[src/rtl/zz_cpu_pkg.sv]
`default_nettype none
// +----------------------------------------------------------------+
// | zz_cpu_pkg : shared register map and trap FSM encoding         |
// | rev 1.0                                                        |
// +----------------------------------------------------------------+
package zz_cpu_pkg;

   localparam logic [3:0] REG_R0  = 4'b0000;
   localparam logic [3:0] REG_R1  = 4'b0001;
   localparam logic [3:0] REG_R2  = 4'b0010;
   localparam logic [3:0] REG_R3  = 4'b0011;
   localparam logic [3:0] REG_R4  = 4'b0100;
   localparam logic [3:0] REG_R5  = 4'b0101;
   localparam logic [3:0] REG_R6  = 4'b0110;
   localparam logic [3:0] REG_R7  = 4'b0111;
   localparam logic [3:0] REG_SP  = 4'b1000;
   localparam logic [3:0] REG_T   = 4'b1001;
   localparam logic [3:0] REG_IH  = 4'b1010;
   localparam logic [3:0] REG_RA  = 4'b1011;
   localparam logic [3:0] REG_EPC = 4'b1100;

   localparam int STATE_W = 1;
   localparam logic [STATE_W-1:0] ST_RUN  = 1'b0;
   localparam logic [STATE_W-1:0] ST_TRAP = 1'b1;

   typedef struct packed {
      logic        valid;
      logic        regwrite;
      logic [3:0]  wrreg;
      logic [15:0] alu;
      logic [15:0] rdata;
      logic        memtoreg;
      logic        squash;
   } mem_wb_t;

endpackage
`default_nettype wire

[src/rtl/wb_epc_ctrl.sv]
`default_nettype none
// +----------------------------------------------------------------+
// | wb_epc_ctrl : trap/ERET sequencing, EPC capture, lost-trap flag |
// | rev 1.0                                                        |
// +----------------------------------------------------------------+
module wb_epc_ctrl
   import zz_cpu_pkg::*;
(
   input  logic        CLK,
   input  logic        RST,
   input  logic        ev_valid_i,
   input  logic        trap_i,
   input  logic        eret_i,
   input  logic [15:0] pc_i,
   output logic [15:0] epc_o,
   output logic        in_trap_o,
   output logic        trap_lost_o
);

   logic [STATE_W-1:0] state_q, state_d;
   logic [15:0]        epc_q, epc_d;
   logic               lost_q, lost_d;

   always_ff @(posedge CLK) begin
      if (RST) begin
         state_q <= ST_RUN;
         epc_q   <= 16'h0000;
         lost_q  <= 1'b0;
      end else begin
         state_q <= state_d;
         epc_q   <= epc_d;
         lost_q  <= lost_d;
      end
   end

   // Inside the handler a coincident ERET still exits; the trap is dropped.
   always_comb begin
      state_d = state_q;
      epc_d   = epc_q;
      lost_d  = lost_q;
      if (ev_valid_i) begin
         case (state_q)
            ST_RUN: begin
               if (trap_i) begin
                  epc_d   = pc_i;
                  state_d = ST_TRAP;
               end
            end
            ST_TRAP: begin
               if (eret_i) state_d = ST_RUN;
               if (trap_i) lost_d = 1'b1;
            end
            default: state_d = ST_RUN;
         endcase
      end
   end

   always_comb begin
      epc_o       = epc_q;
      in_trap_o   = (state_q == ST_TRAP);
      trap_lost_o = lost_q;
   end

endmodule
`default_nettype wire

[src/rtl/wb_stage.sv]
`default_nettype none
// +----------------------------------------------------------------+
// | wb_stage : MEM/WB register, write-back select, retire counter  |
// | rev 1.0                                                        |
// +----------------------------------------------------------------+
module wb_stage
   import zz_cpu_pkg::*;
#(
   parameter logic [3:0] EPC_ADDR = 4'b1100,
   parameter int         CNT_W    = 16
) (
   input  logic             CLK,
   input  logic             RST,
   input  logic             stall_i,
   input  logic             flush_i,
   input  logic             mem_valid_i,
   input  logic             mem_regwrite_i,
   input  logic [3:0]       mem_wrreg_i,
   input  logic [15:0]      mem_alu_i,
   input  logic [15:0]      mem_rdata_i,
   input  logic             mem_memtoreg_i,
   input  logic [15:0]      mem_pc_i,
   input  logic             trap_i,
   input  logic             eret_i,
   output logic             regwrite_o,
   output logic [3:0]       wrreg_o,
   output logic [15:0]      wdata_o,
   output logic [15:0]      epc_o,
   output logic             fwd_valid_o,
   output logic [3:0]       fwd_reg_o,
   output logic [15:0]      fwd_data_o,
   output logic             in_trap_o,
   output logic             trap_lost_o,
   output logic [CNT_W-1:0] retired_o
);

   mem_wb_t          pipe_q, pipe_d;
   logic [CNT_W-1:0] retired_q, retired_d;
   logic             capture;
   logic             wr_en;
   logic [15:0]      wr_data;

   assign capture = !flush_i && !stall_i;

   always_ff @(posedge CLK) begin
      if (RST) begin
         pipe_q    <= '0;
         retired_q <= '0;
      end else begin
         pipe_q    <= pipe_d;
         retired_q <= retired_d;
      end
   end

   always_comb begin
      pipe_d    = pipe_q;
      retired_d = retired_q;
      if (flush_i) begin
         pipe_d.valid = 1'b0;
      end else if (!stall_i) begin
         pipe_d.valid    = mem_valid_i;
         pipe_d.regwrite = mem_regwrite_i;
         pipe_d.wrreg    = mem_wrreg_i;
         pipe_d.alu      = mem_alu_i;
         pipe_d.rdata    = mem_rdata_i;
         pipe_d.memtoreg = mem_memtoreg_i;
         pipe_d.squash   = trap_i;
         if (mem_valid_i && !trap_i)
            retired_d = retired_q + {{(CNT_W-1){1'b0}}, 1'b1};
      end
   end

   // The EPC slot is written only through the dedicated epc_o path.
   always_comb begin
      wr_en   = pipe_q.valid && pipe_q.regwrite && !pipe_q.squash &&
                (pipe_q.wrreg != EPC_ADDR);
      wr_data = pipe_q.memtoreg ? pipe_q.rdata : pipe_q.alu;
   end

   always_comb begin
      regwrite_o  = wr_en;
      wrreg_o     = pipe_q.wrreg;
      wdata_o     = wr_data;
      fwd_valid_o = wr_en;
      fwd_reg_o   = pipe_q.wrreg;
      fwd_data_o  = wr_data;
      retired_o   = retired_q;
   end

   wb_epc_ctrl u_epc_ctrl (
      .CLK         (CLK),
      .RST         (RST),
      .ev_valid_i  (mem_valid_i && capture),
      .trap_i      (trap_i),
      .eret_i      (eret_i),
      .pc_i        (mem_pc_i),
      .epc_o       (epc_o),
      .in_trap_o   (in_trap_o),
      .trap_lost_o (trap_lost_o)
   );

endmodule
`default_nettype wire
[config.mk]
export PLATFORM = sky130hd
export DESIGN_NAME = wb_stage
export DESIGN_NICKNAME = d
export VERILOG_FILES = /design/src/rtl/zz_cpu_pkg.sv /design/src/rtl/wb_epc_ctrl.sv /design/src/rtl/wb_stage.sv
export SDC_FILE = /design/constraint.sdc
export NUM_CORES = 1
export LEC_CHECK = 0
export BUFFER_PORTS_ARGS = -buffer_cell sky130_fd_sc_hd__buf_2
export CORE_ASPECT_RATIO = 0.5
export CORE_MARGIN = 1.5
export CORE_UTILIZATION = 49
export CTS_CLUSTER_SIZE = 25
export DETAILED_ROUTE_END_ITERATION = 8
export PLACE_DENSITY = 0.79
export REMOVE_ABC_BUFFERS = 1
export SLEW_MARGIN = 20
export SYNTH_ARGS = -nofsm -noshare
export SYNTH_HDL_FRONTEND = slang
export SYNTH_HIERARCHICAL = 1
export SYNTH_SLANG_ARGS = --single-unit
[constraint.sdc]
create_clock -name CLK -period 3.45 [get_ports CLK]
set_input_delay 0.1725 -clock CLK [delete_from_list [all_inputs] [get_ports CLK]]
set_output_delay 0.1725 -clock CLK [all_outputs]
set_load 0.05 [all_outputs]
==> qor_table.md, run 1 <==
| Parameter | Value |
|---|---|
| Status | complete, no violations |
| Global-route usage over all layers | 18.5% |
| Syn Area/Cell | 8.76 sq um |
| Die area | 7380 sq um |
| Number of inserted diodes | 0 |
| Min cycle time layout | 1.98 ns |
| First-pass detailed-route iteration total | 5 |
| Post-CTS Hold Fix Bufs | 0 |
| Worst hold path class | input pin to register |
| Skew-Pair Late Insertion Delay | 0.32 ns |
| Synth Flop Type | sky130_fd_sc_hd__dfxtp_1 |
| Clk pwr share | 48.3% |
| Relative contribution of sequential cells to total power | 40.1% |
| Vias per Instance | 4.85 |
| Final Max Slew Viols | 0 |
| Total core area | 6650 sq um |
| Register area share after synthesis | 44.2% |
| Arrival @ worst endpoint | 1.81 ns |
| Post-synth EDFFs | 0 |
| Setup fix buffers added after clock tree synthesis | 0 |
| Floorplan die width | 120 um |
| Final WL | 6.96 mm |
| Count of cell types in the netlist | 37 |
| Portion of synthesized cell area occupied by the leading cell type | 44.2% |
| Final setup violation count | 0 |
| Critical path class | register to output port |
| Die height | 61.5 um |
| Initial antenna violation count | 0 |
| Actual slew at the worst max-slew pin | 0.970 ns |
| Worst-path cell chain | mux2_2, buf_2 |
| Worst hold slack across all endpoints | 0.0573 ns |
| Synthesis Warnings | 6 |
| IO buf count | 136 |
| Syn-to-layout area delta | 25.8% |
| Share of async-settable or async-resettable flops after synthesis | 0% |
| Switching share of power | 23.7% |
| Post-synthesis register bit count | 74 |
| Final worst path period share | 57.5% |
| Unrepaired setup endpoints after global routing | false |
| Clock-pin slew reported for the worst setup and hold paths after clock tree synthesis | 0.06 ns |
| Cell area after synthesis | 3350 sq um |
| Wire length of the first global-routing pass | 10.6 mm |
| Setup TNS after final layout | 0 ns |
| Number of sinks driven by the clock tree | 74 |
| Depth of the CTS H-tree | 3 |
| Count of maximum capacitance violations | 0 |
| Antenna Nets Post-Route | 0 |
| Count of unresolved DRC violations after routing | 0 |
| Kind of launch point of the worst setup path | register |
| Post-route core utilization | 63.5% |
| Int Power | 1.71 mW |
| Worst path bufs/invs | 1 |
| Power density normalized to cell area | 531 nW/um^2 |
| PostCTS Resize Cnt | 0 |
| Total congestion overflow | 0 |
| Minimum setup slack after placement | 1.52 ns |
| Clock tree from TritonCTS | built |
| Leakage power | 1.89 nW |
| Clock Tree Root | sky130_fd_sc_hd__clkbuf_16 |
| Number of standard cells after synthesis | 383 |
| Slew Limit Headroom | 35.3% |
| Share of layout cells above drive strength 1 | 36.1% |
| Peak supply drop | 0.000331 V |
| Total I/O pin count | 137 |
| Initial core utilization | 50.4% |
| Num CTS Buffers | 9 |
| Drt wl/cell | 12.0 um |
| Main area contributors after synthesis | sky130_fd_sc_hd__dfxtp_1, sky130_fd_sc_hd__nand2_1, sky130_fd_sc_hd__a21oi_1 |
| Critical-path top delay cell | sky130_fd_sc_hd__dfxtp_1 |
| Element type at the critical path end | output port |
| Final non-filler cell area | 4220 sq um |
| Dpl hpwl | 4.70 mm |
| Worst Skew | 0.000953 ns |
| Net switching component of the power | 530 uW |
| Violation count after the first detailed-route iteration | 93 |
| Largest net degree at the start of global routing | 69 |
| Hold Fails Final Rpt | 0 |
| Total number of placement rows | 21 |
| Maximum buffer depth of the clock tree | 2 |
| Final-layout fill cell count | 601 |
| Placer Congestion | 0.823 |
| Crit-path max FO | 17 |
| Via Count | 2820 |
| Most common cell in the synthesized netlist | sky130_fd_sc_hd__nand2_1 |
| Largest area contributor in the synthesized netlist | sky130_fd_sc_hd__dfxtp_1 |
| Highest cell delay on the worst timing path | 0.84 ns |
| Setup slack after layout | 1.47 ns |
| Post-DP Area | 3860 sq um |
| Combinational fraction of design power | 11.6% |
| Post-synth top cells | sky130_fd_sc_hd__nand2_1, sky130_fd_sc_hd__dfxtp_1, sky130_fd_sc_hd__a21oi_1, sky130_fd_sc_hd__nand2b_1, sky130_fd_sc_hd__buf_4 |
| Number of global-route vias before repair | 2356 |
| Peak clock frequency supported by timing | 0.504 GHz |
| CP required | 3.28 ns |
| Largest delay share family, worst path | flip-flops |
| Total number of nets in the final design | 547 |
## state kept, by name, summed over array words and instances, names as in the netlist
register                count
u_epc_ctrl/in_trap_o        1
pipe_q                     36
retired_o                  16
fwd_reg_o                   4
u_epc_ctrl/trap_lost_o      1
u_epc_ctrl/epc_o           16
## area by class of cell
cell class | count | area, sq um | area share [%]
sequential | 74 | 1480 | 35.1
multi-input combinational | 262 | 1570 | 37.3
tap | 92 | 115 | 2.73
clock buffer | 12 | 256 | 6.08
clock inverter | 4 | 97.6 | 2.31
timing repair buffer | 138 | 696 | 16.5
## cells in the final DEF, fill, tap and decap left out, drive strengths merged, types with 3 or more instances in the layout
| master | synthesis | final |
|---|---|---|
| a21oi | 45 | 45 |
| buf | 30 | 138 |
| bufinv | 0 | 3 |
| clkbuf | 17 | 12 |
| dfxtp | 74 | 74 |
| mux2 | 17 | 17 |
| mux2i | 17 | 17 |
| nand2 | 87 | 87 |
| nand2b | 33 | 33 |
| nand3 | 3 | 3 |
| nand4 | 7 | 7 |
| nor2 | 14 | 14 |
| nor3 | 4 | 4 |
| nor4 | 5 | 5 |
| xnor2 | 8 | 8 |
## routing by layer
layer	vias up	share of wire (%)	GRT usage, %
met3	9	4.3	6.39
met2	75	48	32.1
li1	1460	-	-
met4	0	1.2	7.99
met5	-	0	0
met1	1276	46	21.8
## through the flow
step                      power, mW  cells
after detailed placement       1.18    566
final                          2.24    582
after CTS                      2.26    582
after global routing           2.33    582
after global placement         1.17    566
after floorplan                1.09    336
## cell families after synthesis
family	after synthesis	share of synthesized area, %
xor+xnor	10	2.61
flops	74	44.2
simple gates	166	25.0
fa+ha+maj	1	0.373
compound gates	51	8.02
buf+inv	47	8.99
mux	34	10.8
## power by group through the flow
stage,clock (mW),combinational [mW],sequential [mW]
after floorplan,0,0.140,0.945
after global placement,0,0.259,0.916
after detailed placement,0,0.262,0.916
after CTS,1.10,0.263,0.898
after global routing,1.14,0.280,0.902
final,1.08,0.260,0.898
## path summary, 6_finish.rpt
check                    start                   end  slack (ns)  cells past startpoint
setup / recovery     pipe_q[1]            wdata_o[2]        1.47                      2
hold / removal          eret_i  u_epc_ctrl/in_trap_o        0.06                      2
setup reg to reg  retired_o[0]         retired_o[15]        1.73                      4
hold reg to reg     pipe_q[28]            pipe_q[28]        0.45                      2
Power figures use the tool's default switching activity.
==> run 2, diff against run 1 <==
--- a/config.mk
+++ b/config.mk
@@ -8,10 +8,10 @@
 export BUFFER_PORTS_ARGS = -buffer_cell sky130_fd_sc_hd__buf_2
 export CORE_ASPECT_RATIO = 0.5
 export CORE_MARGIN = 1.5
-export CORE_UTILIZATION = 49
+export CORE_UTILIZATION = 48
 export CTS_CLUSTER_SIZE = 25
 export DETAILED_ROUTE_END_ITERATION = 8
-export PLACE_DENSITY = 0.79
+export PLACE_DENSITY = 0.78
 export REMOVE_ABC_BUFFERS = 1
 export SLEW_MARGIN = 20
 export SYNTH_ARGS = -nofsm -noshare
==> constraint.sdc (replaced) <==
create_clock -name CLK -period 1.9 [get_ports CLK]
set_input_delay 0.095 -clock CLK [delete_from_list [all_inputs] [get_ports CLK]]
set_output_delay 0.095 -clock CLK [all_outputs]
set_load 0.05 [all_outputs]
==> qor_table.md, run 2 (synthesis gave the netlist of run 1 again) <==
| Parameter | Value |
|---|---|
| Skew-Pair Late Insertion Delay | 0.32 ns |
| Final Max Slew Viols | 0 |
| Total number of nets in the final design | 559 |
| Number of sinks driven by the clock tree | 74 |
| Largest net degree at the start of global routing | 45 |
| Drt wl/cell | 12.2 um |
| First-pass detailed-route iteration total | 4 |
| Net switching component of the power | 937 uW |
| Dpl hpwl | 5.00 mm |
| Global-route usage over all layers | 19.7% |
| Crit-path max FO | 6 |
| Vias per Instance | 4.84 |
| Relative contribution of sequential cells to total power | 42.9% |
| Syn-to-layout area delta | 27.8% |
| Highest cell delay on the worst timing path | 0.47 ns |
| Antenna Nets Post-Route | 0 |
| Peak clock frequency supported by timing | 0.598 GHz |
| Top register by number of flip-flops | pipe_q |
| Placer Congestion | 0.780 |
| Die height | 62.1 um |
| Depth of the CTS H-tree | 3 |
| PostCTS Resize Cnt | 0 |
| Total I/O pin count | 137 |
| IO buf count | 136 |
| Share of layout cells above drive strength 1 | 36.7% |
| Hold Fails Final Rpt | 0 |
| Element type at the critical path end | register |
| Max FFs per register | 36 |
| Largest delay share family, worst path | simple AND/OR/NAND/NOR gates |
| Int Power | 2.85 mW |
| Kind of launch point of the worst setup path | register |
| Slew Limit Headroom | 52.3% |
| Switching share of power | 24.7% |
| Number of global-route vias before repair | 2673 |
| Count of unresolved DRC violations after routing | 0 |
| Critical path class | register to register |
| Post-route core utilization | 63.7% |
| Clk pwr share | 44.0% |
| Clock tree from TritonCTS | built |
| Wire length of the first global-routing pass | 11.9 mm |
| Worst Skew | 0.00290 ns |
| Total congestion overflow | 0 |
| Num CTS Buffers | 9 |
| Total core area | 6730 sq um |
| Most common library cell in the layout ignoring fill and taps | sky130_fd_sc_hd__buf_2 |
| Placed instance count | 575 |
| Worst-path cell chain | nand3_1, or2_2, or4_1, a21oi_1 |
| Count of maximum capacitance violations | 0 |
| Number of inserted diodes | 0 |
| Maximum buffer depth of the clock tree | 2 |
| Combinational fraction of design power | 13.1% |
| Worst hold slack across all endpoints | 0.00970 ns |
| Arrival @ worst endpoint | 1.92 ns |
| Leakage power | 1.94 nW |
| Final setup violation count | 0 |
| Post-DP Area | 3960 sq um |
| Violation count after the first detailed-route iteration | 167 |
| Critical-path top delay cell | sky130_fd_sc_hd__or4_1 |
| Final worst path period share | 88.0% |
| Unrepaired setup endpoints after global routing | false |
| Status | complete, no violations |
| Clock Tree Root | sky130_fd_sc_hd__clkbuf_16 |
| Setup TNS after final layout | 0 ns |
| Die area | 7530 sq um |
| Power density normalized to cell area | 884 nW/um^2 |
| Via Count | 2872 |
| CP required | 2.15 ns |
| Min cycle time layout | 1.67 ns |
| Initial core utilization | 49.9% |
| Total number of placement rows | 21 |
| Worst path bufs/invs | 0 |
| Clock-pin slew reported for the worst setup and hold paths after clock tree synthesis | 0.06 ns |
| Final WL | 7.23 mm |
| Worst hold path class | input pin to register |
| Top library cells by usage in the layout, fill and taps aside | sky130_fd_sc_hd__buf_2, sky130_fd_sc_hd__nand2_1, sky130_fd_sc_hd__dfxtp_1, sky130_fd_sc_hd__a21oi_1, sky130_fd_sc_hd__nand2b_1 |
| Actual slew at the worst max-slew pin | 0.716 ns |
| Final non-filler cell area | 4290 sq um |
| Final instance count without filler cells | 594 |
| Floorplan die width | 121 um |
| Peak supply drop | 0.000487 V |
| Initial antenna violation count | 0 |
| Setup fix buffers added after clock tree synthesis | 0 |
## run 2: routing by layer
layer | routed length, um | vias up | global-route usage, % | share of wire (%)
li1 | - | 1485 | - | -
met1 | 3160 | 1307 | 23.3 | 44
met2 | 3630 | 68 | 34.1 | 50
met3 | 307 | 12 | 5.24 | 4.2
met4 | 125 | 0 | 7.94 | 1.7
met5 | 0 | - | 0 | 0
## run 2: path summary, 6_finish.rpt
kind | from | depth (start not counted) | end | slack (ns)
worst max register to register | retired_o[2] | 4 | retired_o[15] | 0.23
worst min register to register | pipe_q[33] | 2 | pipe_q[33] | 0.45
worst min-delay path | mem_alu_i[8] | 3 | pipe_q[26] | 0.01
worst max-delay path | retired_o[2] | 4 | retired_o[15] | 0.23
## run 2: final cells by class
type | instances | area (sq um)
Clock buffer | 14 | 264
Clock inverter | 2 | 35.0
Fill cell | 574 | 2440
Multi-Input combinational cell | 262 | 1570
Sequential cell | 74 | 1480
Tap cell | 92 | 115
Timing Repair Buffer | 150 | 818
## run 2: what timing repair did
action	CTS	global route
endpoints found under the hold margin	3	0
hold buffers	3	0
setup endpoints to repair	0	0
## run 2: per-stage QoR
stage | worst slack [ns] | total power, mW
floorplan | -1.40 | 1.97
CTS | 0.226 | 3.83
finish | 0.228 | 3.79
detailed placement | 0.196 | 2.15
global placement | 0.220 | 2.15
global route | 0.149 | 3.94
## run 2: worst reg2reg max path, cell delays in order, from the launching register on
cell	delay, ns
sky130_fd_sc_hd__dfxtp_1	0.41
sky130_fd_sc_hd__nand3_1	0.21
sky130_fd_sc_hd__or2_2	0.38
sky130_fd_sc_hd__or4_1	0.47
sky130_fd_sc_hd__a21oi_1	0.14
## run 2: power by group through the flow
stage	clock [mW]	combinational (mW)	sequential [mW]
finish	1.67	0.497	1.63
global route	1.78	0.534	1.63
CTS	1.70	0.499	1.63
floorplan	0	0.255	1.72
global placement	0	0.490	1.66
detailed placement	0	0.493	1.66
